[config.mk]
export PLATFORM = sky130hd
export DESIGN_NAME = migcorre_pwm_dc_flat
export DESIGN_NICKNAME = d
export VERILOG_FILES = /design/src/rtl/migcorre_pwm_dc_if.sv /design/src/rtl/migcorre_pwm_dc.sv /design/src/flat_wrapper.sv
export SDC_FILE = /design/constraint.sdc
export NUM_CORES = 1
export LEC_CHECK = 0
export ABC_AREA = 0
export CAP_MARGIN = 10
export CORE_MARGIN = 10
export CORE_UTILIZATION = 27
export DETAILED_ROUTE_END_ITERATION = 8
export PLACE_DENSITY = 0.49
export SLEW_MARGIN = 5
export SYNTH_ARGS = -nofsm -noshare
export SYNTH_HDL_FRONTEND = slang
export SYNTH_SLANG_ARGS = --single-unit
[constraint.sdc]
create_clock -name bus_io_in -period 1.4 [get_ports bus_io_in]
set_input_delay 0.28 -clock bus_io_in [delete_from_list [all_inputs] [get_ports bus_io_in]]
set_output_delay 0.28 -clock bus_io_in [all_outputs]
set_load 0.01 [all_outputs]
[src/rtl/migcorre_pwm_dc_if.sv]
`default_nettype none
// +--------------------------------------------------------------------------+
// | migcorre_pwm_dc_if : 8-bit io_in/io_out tile bundle for the PWM block    |
// | rev 1.0                                                                  |
// +--------------------------------------------------------------------------+
interface migcorre_pwm_dc_if;
  logic [7:0] io_in;
  logic [7:0] io_out;

  modport master (output io_in, input io_out);
  modport slave (input io_in, output io_out);
endinterface
`default_nettype wire

[src/rtl/migcorre_pwm_dc.sv]
`default_nettype none
// +--------------------------------------------------------------------------+
// | migcorre_pwm_dc : single-channel PWM with saturating push-button duty    |
// | rev 1.0                                                                  |
// +--------------------------------------------------------------------------+
module migcorre_pwm_dc #(
  parameter int PERIOD     = 10,
  parameter int DUTY_RESET = 5,
  parameter int STEP       = 1
) (
  migcorre_pwm_dc_if.slave bus
);
  localparam int              DW           = $clog2(PERIOD + 1);
  localparam logic [DW-1:0]   C_PERIOD     = DW'(PERIOD);
  localparam logic [DW-1:0]   C_LAST       = DW'(PERIOD - 1);
  localparam logic [DW-1:0]   C_DUTY_RESET = DW'(DUTY_RESET);
  localparam logic [DW:0]     C_STEP       = (DW + 1)'(STEP);

  logic w_clk;
  logic w_rst;
  logic w_unused_hi;
  assign w_clk       = bus.io_in[0];
  assign w_rst       = bus.io_in[1];
  assign w_unused_hi = ^bus.io_in[7:4];

  // bit 0 = increase, bit 1 = decrease
  logic [1:0] r_sync1;
  logic [1:0] r_sync2;
  logic [1:0] r_dly;
  logic [1:0] w_pulse;

  always_ff @(posedge w_clk) begin
    if (w_rst) begin
      r_sync1 <= 2'b00;
      r_sync2 <= 2'b00;
      r_dly   <= 2'b00;
    end else begin
      r_sync1 <= {bus.io_in[3], bus.io_in[2]};
      r_sync2 <= r_sync1;
      r_dly   <= r_sync2;
    end
  end

  assign w_pulse = r_sync2 & ~r_dly;

  logic [DW-1:0] r_cnt;
  logic [DW-1:0] r_duty_pending;
  logic [DW-1:0] r_duty_active;
  logic          r_pwm;
  logic [DW:0]   w_inc_sum;
  logic [DW:0]   w_dec_diff;
  logic [DW-1:0] w_duty_next;

  // One extra bit keeps the saturation compares free of wrap-around.
  assign w_inc_sum  = {1'b0, r_duty_pending} + C_STEP;
  assign w_dec_diff = {1'b0, r_duty_pending} - C_STEP;

  always_comb begin
    w_duty_next = r_duty_pending;
    if (w_pulse[0] && !w_pulse[1]) begin
      w_duty_next = (w_inc_sum > {1'b0, C_PERIOD}) ? C_PERIOD : w_inc_sum[DW-1:0];
    end else if (w_pulse[1] && !w_pulse[0]) begin
      w_duty_next = ({1'b0, r_duty_pending} < C_STEP) ? '0 : w_dec_diff[DW-1:0];
    end
  end

  always_ff @(posedge w_clk) begin
    if (w_rst) begin
      r_cnt          <= '0;
      r_duty_pending <= C_DUTY_RESET;
      r_duty_active  <= C_DUTY_RESET;
      r_pwm          <= 1'b0;
    end else begin
      r_cnt          <= (r_cnt == C_LAST) ? '0 : r_cnt + DW'(1);
      r_duty_pending <= w_duty_next;
      // Duty only changes at the wrap so no period mixes two duty values.
      if (r_cnt == C_LAST) begin
        r_duty_active <= r_duty_pending;
      end
      r_pwm          <= (r_cnt < r_duty_active);
    end
  end

  assign bus.io_out = {6'b000000, ~r_pwm, r_pwm};
endmodule
`default_nettype wire

[src/flat_wrapper.sv]
// flat-port wrapper written by rule: the top's interface ports become plain ports
module migcorre_pwm_dc_flat 
#(
  parameter int PERIOD     = 10,
  parameter int DUTY_RESET = 5,
  parameter int STEP       = 1
)
  (bus_io_in, bus_io_out);
  migcorre_pwm_dc_if bus_i ();
  input wire logic [$bits(bus_i.io_in)-1:0] bus_io_in;
  output wire logic [$bits(bus_i.io_out)-1:0] bus_io_out;
  assign bus_i.io_in = bus_io_in;
  assign bus_io_out = bus_i.io_out;
  migcorre_pwm_dc #(.PERIOD(PERIOD), .DUTY_RESET(DUTY_RESET), .STEP(STEP)) u_core (.bus(bus_i));
endmodule
**Word-level counts from Yosys, hierarchy flattened**

Index checks and enable logic that the tools add are counted.
W data, S select, Z words.

- Register bits after elaboration: 19
- Output and inout bits: 8
- Logic and storage cells: 27

- $add $sub $neg: 3
- Order comparisons: 3
- Eq/ne operators: 1
- Muxes and demuxes: 4
- Bitwise operators: 3
- Reductions and logical operators: 6

Operator list:

| kind | count |
|---|---|
| $mux W4 | 4 |
| $add A4 B1 Y5 const B | 1 |
| $gt A5 B4 Y1 const B | 1 |
| $add A4 B1 Y4 const B | 1 |
| $eq A4 B4 Y1 const B | 1 |
| $lt A4 B1 Y1 const B | 1 |
| $lt A4 B4 Y1 | 1 |
| $sub A4 B1 Y4 const B | 1 |
| $and A2 B2 Y2 | 1 |
| $logic_and A1 B1 Y1 | 2 |
| $logic_not A1 Y1 | 2 |
| $not A2 Y2 | 1 |
| $reduce_bool A2 Y1 | 1 |
| $reduce_or A2 Y1 | 1 |
| $not A1 Y1 | 1 |

**Logic depth before layout (Yosys ltp)**

- Depth in word-level cells: 6
- Depth in mapped cells: 7

**Least setup slack after synthesis**

Ideal clock, no wire load.

- Path type: reg-to-reg
- Start point: reg u_core.r_duty_pending[0]
- End point: reg u_core.r_duty_pending[0]
- Library setup time: 0.122 ns
- Arrival time: 1.296 ns
- Required time: 1.278 ns
- Path slack: -0.018 ns
- Stages on the path, launching flop included: 6
- Cell sequence: dfxtp_1 -> inv_1 -> ha_1 -> nand2b_1 -> a21o_1 -> a221o_1

- Cells in the longest elaborated chain, start to end: 4

Ends and longest elaborated chain:

| item | RTL line | source |
|---|---|---|
| start, declared | migcorre_pwm_dc.sv:47 | `logic [DW-1:0] r_duty_pending;` |
| start signal, assigned | migcorre_pwm_dc.sv:75 | `r_duty_pending <= w_duty_next;` |
| $add A4 B1 Y5, or another cell as far along | migcorre_pwm_dc.sv:55 | `assign w_inc_sum = {1'b0, r_duty_pending} + C_STEP;` |
| $gt A5 B4 Y1 or $mux W4 (tied branches) | migcorre_pwm_dc.sv:61, migcorre_pwm_dc.sv:63 |  |
| $mux W4 (on tied branches) | migcorre_pwm_dc.sv:61, migcorre_pwm_dc.sv:62 |  |
| $mux W4 (*) | migcorre_pwm_dc.sv:60 | `if (w_pulse[0] && !w_pulse[1]) begin` |

Every way passes the cells marked *; elsewhere a longest branch is shown, timed or not. The select of a mux whose other input is x is not followed.
A chain may end at the register's enable or synchronous reset.

**Worst setup path after layout**

- Start point: reg u_core.r_sync2[0]
- End point: reg u_core.r_duty_pending[0]

- Cells in the longest elaborated chain, start to end: 4

Ends and longest elaborated chain:

| item | RTL line | source |
|---|---|---|
| start, declared | migcorre_pwm_dc.sv:28 | `logic [1:0] r_sync2;` |
| start signal, assigned | migcorre_pwm_dc.sv:39 | `r_sync2 <= r_sync1;` |
| $and A2 B2 Y2 (*) | migcorre_pwm_dc.sv:44 | `assign w_pulse = r_sync2 & ~r_dly;` |
| $logic_not A1 Y1 | migcorre_pwm_dc.sv:62 | `end else if (w_pulse[1] && !w_pulse[0]) begin` |
| $logic_and A1 B1 Y1 | migcorre_pwm_dc.sv:62 |  |
| $reduce_bool A2 Y1 (no line) | n/a |  |

Every way passes the cells marked *; elsewhere a longest branch is shown, timed or not.

==> qor.yml <==
run_status:
  outcome: "finished, violations left"
  violations: "hold timing"
cts:
  cts_tree: "done"
  clock_sink_count: 19
  clk_pin_slew_ns: 0.07
  clk_latency_ns: 0.26
  cts-hold-fix-buffers: 0
sta:
  fmax_mhz: 729
  post-route-min-period_ns: 1.37
  period_share_pct: 98.0
  drv_slew: 0
  fin_tns_setup_ns: 0
  finalSetupViolCount: 0
  fin_ws_ns: 0.0276
  rsz0062_at_grt: "yes"
  clock_skew_ns: 0.00376
  hold_viol_final: 2
  whs_ns: -0.133
floorplan:
  die-area_mm2: 0.00656
  initial_core_util_pct: 27.6
  die_x_um: 81.0
  pin_count: 16
  core_mm2: 0.00363
  fp.dieH_um: 81.0
  rows: 22
worst_setup_path:
  r2r_slack_ns: 0.03
  end_kind: "flop"
  start_kind: "flop"
  endpoint: "u_core.r_duty_pending[0]"
  critPathKind: "flop to flop"
  critPathArrivalTime_ns: 1.52
  r2r-end: "u_core.r_duty_pending[0]"
  startpoint: "u_core.r_sync2[0]"
  worstPathMaxFanout: 5
  r2r_start: "u_core.r_sync2[0]"
  required_ns: 1.55
  reg2regPathDepth: 5
power_and_ir_drop:
  cellLeakagePower_nw: 0.650
  irDropWorstVdd_mv: 1.10
  powerDensity_mw_per_mm2: 1990
synthesis:
  synth_xor_area_share_pct: 2.62
  synth_mux_area_share_pct: 0.998
  syn_inst: 116
  synth-seq-cells: 19
  synth.avg_cell_area_um2: 8.65
  synthSimpleGateAreaFrac_pct: 17.6
  ys_seq_area_share_pct: 37.9
  synthAdderAreaFrac_pct: 11.2
  synth-compound-area-share_pct: 17.1
  synth_top_family_by_area: "simple AND/OR/NAND/NOR gates"
  ys_types: 32
  ys_warn_count: 0
  synth_area_mm2: 0.00100
layout:
  drive_above_1_share_pct: 31.7
  area_delta_synth_final_pct: 50.4
  final.fill_count: 368
  antennaDiodeCount: 0
  nNetsFinal: 156
drt:
  drt-total-wl_mm: 2.26
  viasPerCell: 4.32
  via_count: 821
  drc: 0
  ant_nets: 0
  drt-initial-drc-count: 44
  wl_per_cell_um: 11.9
  drt_pass1_iterations: 4
place:
  dp_hpwl_mm: 1.33
  gp_congestion: 0.753
  pre_cts_slack_ns: -0.0235
  port_buffers: 2
worst_hold_path:
  hp-class: "clock port to flop"
global_routing:
  antenna_found_initial: 0
  grt_pass1_wl_mm: 3.66
  grt_use_total_pct: 8.03
  grt_max_degree: 12
  grt_pass1_vias: 999
  grt_overflow: 0
run:
  max_cap_violations: 0
-- how the worst min path moves through the flow --
stage,startpoint,to,slack (ns),cells after the start
2_1_floorplan,bus_io_in[2],u_core.r_sync1[0],0.13,1
3_3_place_gp,bus_io_in[1],u_core.r_duty_active[1],0.07,1
3_5_place_dp,bus_io_in[1],u_core.r_duty_active[1],0.07,1
4_1_cts,bus_io_in[2],u_core.r_sync1[0],-0.14,1
5_1_grt,bus_io_in[2],u_core.r_sync1[0],-0.13,1
6_report,bus_io_in[2],u_core.r_sync1[0],-0.13,1
-- sequential cells by signal (all words and copies together), names as in the netlist --
register               cells
u_core.r_duty_pending      4
u_core.r_dly               2
u_core.r_pwm               1
u_core.r_sync2             2
u_core.r_cnt               4
u_core.r_sync1             2
u_core.r_duty_active       4
-- timing repair --
action | 4_1_cts | 5_1_grt
resized for setup | 4 | 18
cloned | 0 | 0
buffers inserted | 0 | 2
hold endpoints to repair | 0 | 0
pin swaps | 1 | 3
setup endpoints to repair | 6 | 8
-- cells in the final DEF, fill, tap and decap left out, types with 2 or more instances in the layout --
cell,instances
dlygate4sd2_1,2
ha_4,3
clkbuf_16,6
inv_1,11
xnor2_1,3
ha_1,5
conb_1,6
a211oi_2,2
a21oi_1,5
dfxtp_4,2
a21o_1,3
dfxtp_2,2
nand2b_1,3
nor3_1,5
nand2_1,11
nor2b_1,6
o211ai_1,3
buf_4,10
clkbuf_8,10
nor2_1,4
dfxtp_1,15
o31ai_1,2
-- metrics by stage --
step / total power, mW / instances / instance area (um^2) / hold slack [ns] / util (%)
floorplan: 1.03 / 121 / 1020 / 0.128 / -
global placement: 0.881 / 167 / 1090 / 0.0691 / 30.0
detailed placement: 0.881 / 167 / 1090 / 0.0691 / 30.0
CTS: 3.06 / 188 / 1410 / -0.138 / 38.9
global route: 3.23 / 190 / 1510 / -0.130 / 41.5
finish: 3.01 / 190 / 1510 / -0.133 / 41.5
-- report_power, final --
| group | internal, mW | total, mW | leakage, nW | switching (mW) |
|---|---|---|---|---|
| combinational | 0 | 0.00785 | 0.267 | 0.00785 |
| sequential | 0.600 | 0.600 | 0.166 | 0 |
| clock | 1.64 | 2.40 | 0.217 | 0.758 |
| total | 2.24 | 3.01 | 0.650 | 0.766 |
-- cells by family (layout without fill, tap and decap cells) --
kind of cell / after synthesis / in the layout
DFF: 19 / 19
and+or+nand+nor: 35 / 35
buffers and inverters: 24 / 45
muxes: 1 / 1
AOI/OAI and AO/OA: 24 / 24
other: 1 / 6
xor gates and xnor gates: 3 / 3
adders and majority gates: 9 / 9
-- cell usage after synthesis, drive strengths merged --
master   n  area share (%)
a211oi   3             2.2
o311ai   1            0.87
inv     11             4.1
a311oi   1            0.87
o21ai    1            0.50
nor3     5             2.5
nand3b   1            0.75
o21a     1            0.75
ha       9              11
dfxtp   19              38
nand2   11             4.1
a221o    1             1.0
a21o     3             2.2
a31oi    1            0.62
nand2b   4             2.5
nor2b    7             4.4
a31o     1            0.87
o211ai   3             2.2
a221oi   1            0.87
conb     1            0.37
nor3b    1            0.75
or2      1            0.62
buf     11             7.4
clkbuf   2            0.75
nand3    1            0.50
xnor2    3             2.6
o31ai    2             1.5
mux2i    1             1.0
nor2     4             1.5
a21oi    5             2.5
-- worst max-delay path, cell delays in order, from the launching register on --
cell and delay (ns):
dfxtp_2 0.33, nor2b_4 0.16, ha_4 0.17, o211ai_1 0.12
a21o_1 0.20, a221o_1 0.29
-- per-layer routing --
layer	routed length (um)	vias up	part of all wire [%]	global-route usage, %
met5	0	-	0	0
met4	55	0	2.4	9.69
met3	247	8	11	12.4
met2	1030	26	46	7.56
met1	926	363	41	5.97
li1	-	424	-	-
-- final cells by class --
class / instances / area (um^2) / share of cell area, %
Timing Repair Buffer: 13 / 104 / 6.88
Clock buffer: 17 / 292 / 19.3
Tap cell: 48 / 60.1 / 3.98
Multi-Input combinational cell: 78 / 591 / 39.1
Inverter: 10 / 37.5 / 2.49
Sequential cell: 19 / 390 / 25.9
Clock inverter: 5 / 35.0 / 2.32
Note: power is estimated with default switching activity, not from simulation.
